File: src/rtl/seven_seg_scanner.sv
// seven_seg_scanner: time-multiplexed common-anode 7-segment driver.
// A prescaler paces the digit scan. New data lands in a shadow buffer and is
// promoted to the displayed (active) buffer only at a frame boundary, so a
// frame never mixes old and new digits.
module seven_seg_scanner #(
    parameter int DIGITS      = 4,
    parameter int REFRESH_DIV = 50000,
    parameter bit HEX_MODE    = 1'b0
) (
    input  logic                  clk,
    input  logic                  rst,
    input  logic                  load,
    input  logic [4*DIGITS-1:0]   value,
    input  logic [DIGITS-1:0]     dp,
    input  logic                  lz_blank,
    input  logic                  en,
    output logic [6:0]            seg,
    output logic                  dp_out,
    output logic [DIGITS-1:0]     an,
    output logic                  frame_done
);

    localparam int IDX_W = $clog2(DIGITS);
    localparam int CNT_W = $clog2(REFRESH_DIV);

    logic [CNT_W-1:0]    cnt_reg, cnt_next;
    logic [IDX_W-1:0]    idx_reg, idx_next;
    logic [4*DIGITS-1:0] active_reg, shadow_reg;
    logic [DIGITS-1:0]   active_dp_reg, shadow_dp_reg;
    logic                pending_reg;
    logic [6:0]          seg_reg, seg_next;
    logic                dp_out_reg, dp_out_next;
    logic [DIGITS-1:0]   an_reg, an_next;
    logic                frame_done_reg;

    logic                tick;
    logic                last_digit;
    logic                wrap;
    logic [3:0]          nib [DIGITS];
    logic [DIGITS-1:0]   lead_zero;
    logic [3:0]          cur_nib;
    logic                blank;

    assign tick       = (cnt_reg == CNT_W'(REFRESH_DIV - 1));
    assign last_digit = (idx_reg == IDX_W'(DIGITS - 1));
    assign wrap       = tick && last_digit;

    // Split the active buffer into nibbles; lead_zero[i] means every digit
    // from i up to the most significant one is zero.
    genvar gi;
    generate
        for (gi = 0; gi < DIGITS; gi++) begin : g_digit
            assign nib[gi]       = active_reg[4*gi +: 4];
            assign lead_zero[gi] = (active_reg[4*DIGITS-1:4*gi] == '0);
        end
    endgenerate

    assign cur_nib = nib[idx_reg];
    assign blank   = lz_blank && (idx_reg != '0) && lead_zero[idx_reg];

    // Nibble to abcdefg glyph; A-F become a dash unless hex glyphs are enabled.
    function automatic logic [6:0] glyph(input logic [3:0] n);
        logic [6:0] g;
        g = 7'b0000001;
        case (n)
            4'h0: g = 7'b1111110;
            4'h1: g = 7'b0110000;
            4'h2: g = 7'b1101101;
            4'h3: g = 7'b1111001;
            4'h4: g = 7'b0110011;
            4'h5: g = 7'b1011011;
            4'h6: g = 7'b1011111;
            4'h7: g = 7'b1110000;
            4'h8: g = 7'b1111111;
            4'h9: g = 7'b1110011;
            4'hA: g = HEX_MODE ? 7'b1110111 : 7'b0000001;
            4'hB: g = HEX_MODE ? 7'b0011111 : 7'b0000001;
            4'hC: g = HEX_MODE ? 7'b1001110 : 7'b0000001;
            4'hD: g = HEX_MODE ? 7'b0111101 : 7'b0000001;
            4'hE: g = HEX_MODE ? 7'b1001111 : 7'b0000001;
            4'hF: g = HEX_MODE ? 7'b1000111 : 7'b0000001;
            default: g = 7'b0000001;
        endcase
        return g;
    endfunction

    // Prescaler and digit index sequencing.
    always_comb begin
        cnt_next = tick ? '0 : cnt_reg + CNT_W'(1);
        idx_next = idx_reg;
        if (tick) begin
            idx_next = last_digit ? '0 : idx_reg + IDX_W'(1);
        end
    end

    // Output decode for the digit currently selected; registered below.
    always_comb begin
        seg_next    = blank ? 7'b0000000 : glyph(cur_nib);
        dp_out_next = active_dp_reg[idx_reg];
        an_next     = en ? ~(DIGITS'(1) << idx_reg) : '1;
    end

    // Scan counters, double buffer and registered pin outputs.
    always_ff @(posedge clk) begin
        if (rst) begin
            cnt_reg        <= '0;
            idx_reg        <= '0;
            active_reg     <= '0;
            active_dp_reg  <= '0;
            shadow_reg     <= '0;
            shadow_dp_reg  <= '0;
            pending_reg    <= 1'b0;
            seg_reg        <= 7'b0000000;
            dp_out_reg     <= 1'b0;
            an_reg         <= '1;
            frame_done_reg <= 1'b0;
        end else begin
            cnt_reg        <= cnt_next;
            idx_reg        <= idx_next;
            seg_reg        <= seg_next;
            dp_out_reg     <= dp_out_next;
            an_reg         <= an_next;
            frame_done_reg <= wrap;

            if (load) begin
                shadow_reg    <= value;
                shadow_dp_reg <= dp;
            end

            // At the frame boundary a same-cycle load bypasses the shadow,
            // otherwise any pending shadow contents are promoted.
            if (wrap) begin
                if (load) begin
                    active_reg    <= value;
                    active_dp_reg <= dp;
                end else if (pending_reg) begin
                    active_reg    <= shadow_reg;
                    active_dp_reg <= shadow_dp_reg;
                end
                pending_reg <= 1'b0;
            end else if (load) begin
                pending_reg <= 1'b1;
            end
        end
    end

    assign seg        = seg_reg;
    assign dp_out     = dp_out_reg;
    assign an         = an_reg;
    assign frame_done = frame_done_reg;

endmodule

File: config.mk
export PLATFORM = sky130hd
export DESIGN_NAME = seven_seg_scanner
export DESIGN_NICKNAME = d
export VERILOG_FILES = /design/src/rtl/seven_seg_scanner.sv
export SDC_FILE = /design/constraint.sdc
export NUM_CORES = 1
export LEC_CHECK = 0
export BUFFER_PORTS_ARGS = -buffer_cell sky130_fd_sc_hd__buf_2
export CAP_MARGIN = 10
export CELL_PAD_IN_SITES_DETAIL_PLACEMENT = 0
export CELL_PAD_IN_SITES_GLOBAL_PLACEMENT = 1
export CORE_AREA = 2 2 112 103
export DETAILED_ROUTE_END_ITERATION = 7
export DIE_AREA = 0 0 114 105
export HOLD_SLACK_MARGIN = 0.05
export PLACE_DENSITY_LB_ADDON = 0.1
export SYNTH_ARGS = -nofsm -noshare
export SYNTH_HDL_FRONTEND = slang
export SYNTH_SLANG_ARGS = --single-unit
File: constraint.sdc
create_clock -name clk -period 2.3 [get_ports clk]
set_input_delay 0.46 -clock clk [delete_from_list [all_inputs] [get_ports clk]]
set_output_delay 0.46 -clock clk [all_outputs]
set_load 0.05 [all_outputs]
==> results of run 1 <==
through the flow:
step / hold WS [ns] / util / cell area, µm² / total power (W) / TNS (ns)
floorplan: 0.426 / - / 3160 / 0.00141 / -1.18
global placement: 0.476 / 0.340 / 3640 / 0.00147 / -2.75
detailed placement: 0.476 / 0.340 / 3640 / 0.00147 / -3.17
CTS: 0.429 / 0.370 / 3970 / 0.00285 / -0.146
global route: 0.439 / 0.370 / 3970 / 0.00292 / -0.831
finish: 0.422 / 0.370 / 3970 / 0.00280 / -0.263
tightest hold or removal path: stages:
cell and delay [ns]:
buf_2 0.08, mux2i_1 0.05, nor2_1 0.11
cell families (layout without fill, tap and decap cells):
logic type,after synthesis,in the layout,synth area share
adders and majority gates,11,11,0.0437
AOI/OAI and AO/OA,19,19,0.0345
and+or+nand+nor,113,116,0.189
xor gates and xnor gates,12,12,0.0333
muxes,50,50,0.211
buffers and inverters,22,85,0.0310
DFF,72,72,0.457
cells in the final DEF, fill, tap and decap left out, types with 11 or more instances in the layout:
cell type	n
buf_2	37
buf_4	25
dfxtp_1	69
ha_1	11
mux2_4	20
mux2i_1	24
nand2_1	13
nor2_1	39
nor2b_1	22
area by class of cell:
class / instances / area, µm²
inverter: 7 / 26.3
clock buffer: 11 / 243
timing repair buffer: 63 / 393
fill: 1094 / 6760
sequential: 72 / 1450
multi-input combinational: 208 / 1650
tap: 133 / 166
clock inverter: 4 / 45.0
final timing paths:
path                    start       endpoint  slack (ns)  cells past startpoint
setup / recovery  cnt_reg[10]  active_reg[1]       -0.03                      4
setup reg to reg  cnt_reg[10]  active_reg[1]       -0.03                      4
hold / removal       value[7]  shadow_reg[7]        0.42                      3
hold reg to reg   cnt_reg[15]    cnt_reg[15]        0.49                      2
layer usage:
layer / global-route usage / vias up / part of all wire
li1: - / 1154 / -
met1: 0.175 / 1057 / 0.54
met2: 0.184 / 39 / 0.40
met3: 0.0383 / 8 / 0.045
met4: 0.0418 / 0 / 0.014
met5: 0 / - / 0
repair_timing:
item                       4_1_cts  5_1_grt
setup endpoints to repair       20       20
hold buffers                     0        0
resized for setup                4        0
gates cloned                     3        0
pin swaps                        5        3
power groups by stage:
stage	clock (W)	sequential, W	combinational (W)
global placement	0	0.00132	0.000150
global route	0.00146	0.00129	0.000168
finish	0.00136	0.00129	0.000148
detailed placement	0	0.00132	0.000151
CTS	0.00141	0.00129	0.000153
floorplan	0	0.00134	0.0000690
==> results by group, run 1 <==
Pwr
  • Combinational Power Share: 0.053
  • Sw power: 0.000603 W
  • LEAKAGE: 1.72 nW
  • Seq pwr share: 0.460
  • Internal power: 0.00220 W
  • Clock share of power: 0.487
  • Switching portion of total power: 0.215
  • VDD IR-drop max: 0.342 mV
  • Cell Pwr Density: 706 nW/µm²

Setup path
  • Crit-path cells: or4bb_1 > or4_4 > or3b_4 > mux2_4
  • CP max stage cell: or4_4
  • Required time worst endpoint: 2.51 ns
  • Worst Path Buf+Inv: 0
  • CP Class: reg2reg
  • Crit path DAT: 2.55 ns
  • CP Max Fanout: 5
  • Top Family by Delay on Critical Path: simple AND/OR/NAND/NOR gates
  • Crit-path max cell delay: 0.56 ns
  • CP Capture Type: flip-flop
  • CP Launch Type: flip-flop

Yosys
  • Distinct cells, synth: 35
  • Syn_area_per_cell: 10.5 µm²
  • Ys Warns: 0
  • Synth top area share: 0.457
  • Sequential fraction of the synthesis area: 0.457
  • Mapped Nets: 335
  • Post-synth EDFFs: 0
  • Top post-synthesis cells by count: dfxtp_1 (72), nor2_1 (39), mux2i_1 (24)
  • FFs w/ async S/R, synth: 0
  • Ys flop type: dfxtp_1
  • Leading area contributor after synthesis: dfxtp_1
  • Synthesized flop and latch total: 72
  • Post-Syn Area: 3150 µm²
  • Gate Count Post-Synth: 299
  • Synth top area cells: dfxtp_1 (46%), mux2_4 (9.5%), mux2i_1 (7.6%), nor2_1 (4.6%), ha_1 (4.4%)
  • Most common cell in the netlist: dfxtp_1

Layout
  • Synthesis-to-finish area growth: 25.8%
  • # nets final: 397
  • Antenna cells: 0
  • Non-filler cells, final: 498
  • Share of cells above drive strength 1: 0.307

Floorplan
  • Core Area: 10,700 µm²
  • Die H: 105 µm
  • Die area: 12,000 µm²
  • Die X: 114 µm
  • Rows: 36
  • IO Pins: 38
  • Initial core utilization: 0.294

Drt
  • Via density: 4.53
  • Routed Antenna Nets: 0
  • DRC violations left: 0
  • Vias: 2,258
  • Initial DRC Count: 62
  • Routed len/inst: 14.0 µm
  • DRT Pass-1 Iters: 4
  • Final wirelength: 7000 µm

STA
  • Final worst path period need: 2.33 ns
  • # setup viols final: 20
  • Final Max Tran Viols: 0
  • Period utilisation layout: 1.02
  • Final Hold Vio Count: 0
  • Achievable frequency: 428 MHz
  • Unrepaired setup endpoints after global routing: true
  • Final Worst Setup Slack: -0.0347 ns
  • Worst slew pin tran: 0.425 ns
  • Setup Skew: 0.00444 ns
  • Slew HR: 0.715

Global route
  • Vias in the first global route: 2,267
  • First-pass GRT wire length: 11,700 µm
  • Tot GR Track Use: 0.126
  • Largest net degree at the start of global routing: 21
  • Initial antenna violation count: 0
  • GRT Residual Overflow: 0

Clock tree
  • Clock H-tree levels: 3
  • CTS Buf Count: 9
  • CTS root buf: clkbuf_16
  • Clock sink total: 72
  • Clk_lat worst skew: 0.33 ns
  • Worst-case clock buffer depth: 2
  • Post-CTS Setup Bufs: 0
  • CTS tree: built
  • Clk pin slew, worst setup/hold paths: 0.06 ns

Placed design
  • Placed insts: 480
  • Routability cong.: 0.725
  • Pre-CTS WS: -0.165 ns
  • DP Wirelength: 4760 µm
  • # port buffers: 37

Worst hold path
  • Worst min path class: in2reg

Run status
  • Status: finished, violations left
  • Failing checks: setup timing

Flow run
  • Max_cap viols: 0
Power figures use the tool's default switching activity.
==> run 2, diff against run 1 <==
--- a/config.mk
+++ b/config.mk
@@ -10,10 +10,12 @@
 export CELL_PAD_IN_SITES_DETAIL_PLACEMENT = 0
 export CELL_PAD_IN_SITES_GLOBAL_PLACEMENT = 1
 export CORE_AREA = 2 2 112 103
+export CTS_BUF_LIST = sky130_fd_sc_hd__clkbuf_4 sky130_fd_sc_hd__clkbuf_8
 export DETAILED_ROUTE_END_ITERATION = 7
 export DIE_AREA = 0 0 114 105
 export HOLD_SLACK_MARGIN = 0.05
 export PLACE_DENSITY_LB_ADDON = 0.1
+export SKIP_LAST_GASP = 1
 export SYNTH_ARGS = -nofsm -noshare
 export SYNTH_HDL_FRONTEND = slang
 export SYNTH_SLANG_ARGS = --single-unit
==> run 2 against run 1 <==
Effect of this change:
- the run still ends with setup timing left
- flip-flop and latch count did not move
- non-clock buffer count did not move
- first-iteration DRC count is 8.1% lower
- sequential share of layout area rose by 0.92 points
- global-route usage rose by 0.11 points
- register-to-register slack is essentially flat
- cell area shrank 2.5%
- die area is the same
- routed wire length decreased by 0.70%
- clock-buffer cell count stayed put
- largest cell class unchanged
==> results by group, run 2 (synthesis results as in run 1) <==
Clock tree
  • Clock H-tree levels: 3 (unchanged)
  • Clk_lat worst skew: 0.34 ns (about the same)
  • Clk pin slew, worst setup/hold paths: 0.07 ns (about the same)
  • CTS root buf: clkbuf_8
  • Clock sink total: 72 (unchanged)
  • CTS Buf Count: 9 (unchanged)
  • Worst-case clock buffer depth: 2 (unchanged)
  • CTS tree: built
  • Cts hold-fix bufs: 0 (unchanged)

Setup path
  • CP Capture Type: flip-flop
  • CP Max Fanout: 5 (unchanged)
  • CP Class: reg2reg
  • CP Launch Type: flip-flop
  • Top Family by Delay on Critical Path: simple AND/OR/NAND/NOR gates
  • Worst Path Buf+Inv: 0 (unchanged)
  • CP max stage cell: or4_4
  • Crit-path cells: or4bb_1 > or4_4 > or3b_4 > mux2_4
  • Crit path DAT: 2.55 ns (about the same)
  • Crit-path max cell delay: 0.56 ns (about the same)
  • Required time worst endpoint: 2.53 ns (+0.02 ns)

Drt
  • Initial DRC Count: 57 (-8.1%)
  • DRC violations left: 0 (unchanged)
  • Via density: 4.49 (-1.0%)
  • DRT Pass-1 Iters: 4 (unchanged)
  • Vias: 2,235 (-1.0%)
  • Final wirelength: 6950 µm (-0.70%)
  • Routed len/inst: 13.9 µm (-0.70%)
  • Routed Antenna Nets: 0 (unchanged)

Layout
  • Share of cells above drive strength 1: 0.310 (+0.00274)
  • Antenna cells: 0 (unchanged)
  • Design Area, Final: 3870 µm² (-2.5%)
  • Register area: 1450 µm² (unchanged)
  • # nets final: 397 (unchanged)
  • Synthesis-to-finish area growth: 22.7%
  • Most frequent cells in the layout: dfxtp_1 (69), nor2_1 (39), buf_2 (37)
  • Most common cell after layout, fill and taps aside: dfxtp_1
  • Layout fillers: 1,105 (+1.0%)
  • Area occupied by multi-input gates: 1650 µm² (unchanged)
  • Non-filler cells, final: 498 (unchanged)

Pwr
  • LEAKAGE: 1.68 nW (-2.5%)
  • Design Power: 0.00242 W (-14%)
  • Cell Pwr Density: 625 nW/µm² (-11%)
  • VDD IR-drop max: 0.249 mV (-27%)

Global route
  • Initial antenna violation count: 0 (unchanged)
  • Largest net degree at the start of global routing: 21 (unchanged)
  • GRT Residual Overflow: 0 (unchanged)
  • Tot GR Track Use: 0.127 (+0.00109)
  • Vias in the first global route: 2,271 (+0.18%)
  • First-pass GRT wire length: 11,800 µm (+0.30%)

STA
  • Worst slew pin tran: 0.429 ns (+0.00333 ns)
  • # setup viols final: 19 (-5.0%)
  • Period utilisation layout: 1.01 (-0.00411)
  • Final Hold Vio Count: 0 (unchanged)
  • Setup Skew: 0.00911 ns (+0.00467 ns)
  • Slew HR: 0.712 (-0.00381)
  • Achievable frequency: 430 MHz (+0.41%)
  • Final Max Tran Viols: 0 (unchanged)
  • Final Worst Setup Slack: -0.0253 ns (+0.00945 ns)
  • Unrepaired setup endpoints after global routing: true
  • Final worst path period need: 2.33 ns (-0.00945 ns)

Floorplan
  • Die H: 105 µm (unchanged)
  • Die area: 12,000 µm² (unchanged)
  • Initial core utilization: 0.294 (unchanged)
  • Rows: 36 (unchanged)
  • IO Pins: 38 (unchanged)
  • Core Area: 10,700 µm² (unchanged)
  • Die X: 114 µm (unchanged)

Placed design
  • # port buffers: 37 (unchanged)
  • DP Wirelength: 4760 µm (unchanged)
  • Placed insts: 480 (unchanged)
  • Placed inst area: 3640 µm² (unchanged)
  • Routability cong.: 0.725 (unchanged)

Run status
  • Failing checks: setup timing
  • Status: finished, violations left

Worst hold path
  • Worst min path class: in2reg

Flow run
  • Max_cap viols: 0 (unchanged)
run 2: cell counts in the layout (fill, tap and decap cells not counted):
Identical to the previous run, type by type.
run 2: what timing repair did:
| item | CTS | global route |
|---|---|---|
| endpoints found under the hold margin | 0 | 0 |
| cloned | 3 | 0 |
| gates resized for setup | 3 | 1 |
| setup buffers | 0 | 0 |
| pin swaps | 5 | 2 |
| endpoints found under the setup margin | 20 | 20 |
run 2: through the flow:
step | util | setup WS [ns] | TNS, ns | hold WS, ns
2_1_floorplan | - | -0.0592 | -1.18 | 0.426
5_1_grt | 0.361 | -0.0543 | -0.772 | 0.406
3_5_place_dp | 0.340 | -0.165 | -3.17 | 0.476
6_report | 0.361 | -0.0253 | -0.290 | 0.405
3_3_place_gp | 0.340 | -0.139 | -2.75 | 0.476
4_1_cts | 0.361 | -0.0148 | -0.108 | 0.397
run 2: report_power, final:
group | total [W] | leakage, nW | switching, W | internal (W)
Clock | 0.000982 | 0.102 | 0.000451 | 0.000531
Sequential | 0.00129 | 0.589 | 0.00000849 | 0.00128
Combinational | 0.000148 | 0.986 | 0.0000891 | 0.0000592
Total | 0.00242 | 1.68 | 0.000549 | 0.00187
run 2: worst min-delay path, cell delays in order:
cell and delay [ns]:
buf_2 0.08, mux2i_1 0.05, nor2_1 0.11
run 2: area by class of cell:
class                      count  share of cell area
clock buffer                  11              0.0375
inverter                       7             0.00679
tap                          133              0.0430
sequential                    72               0.374
clock inverter                 4              0.0116
timing repair buffer          63               0.102
multi-input combinational    208               0.426
run 2: worst paths after layout:
| kind | from | endpoint | slack [ns] | cells past startpoint |
|---|---|---|---|---|
| setup / recovery | cnt_reg[5] | active_reg[3] | -0.03 | 4 |
| hold / removal | value[7] | shadow_reg[7] | 0.41 | 3 |
| setup reg to reg | cnt_reg[5] | active_reg[3] | -0.03 | 4 |
| hold reg to reg | cnt_reg[15] | cnt_reg[15] | 0.48 | 2 |
run 2: layer usage:
metal | track usage | routed length, µm | vias to the layer above
li1 | - | - | 1151
met1 | 0.175 | 3660 | 1032
met2 | 0.184 | 2860 | 46
met3 | 0.0435 | 358 | 6
met4 | 0.0418 | 67 | 0
met5 | 0 | 0 | -
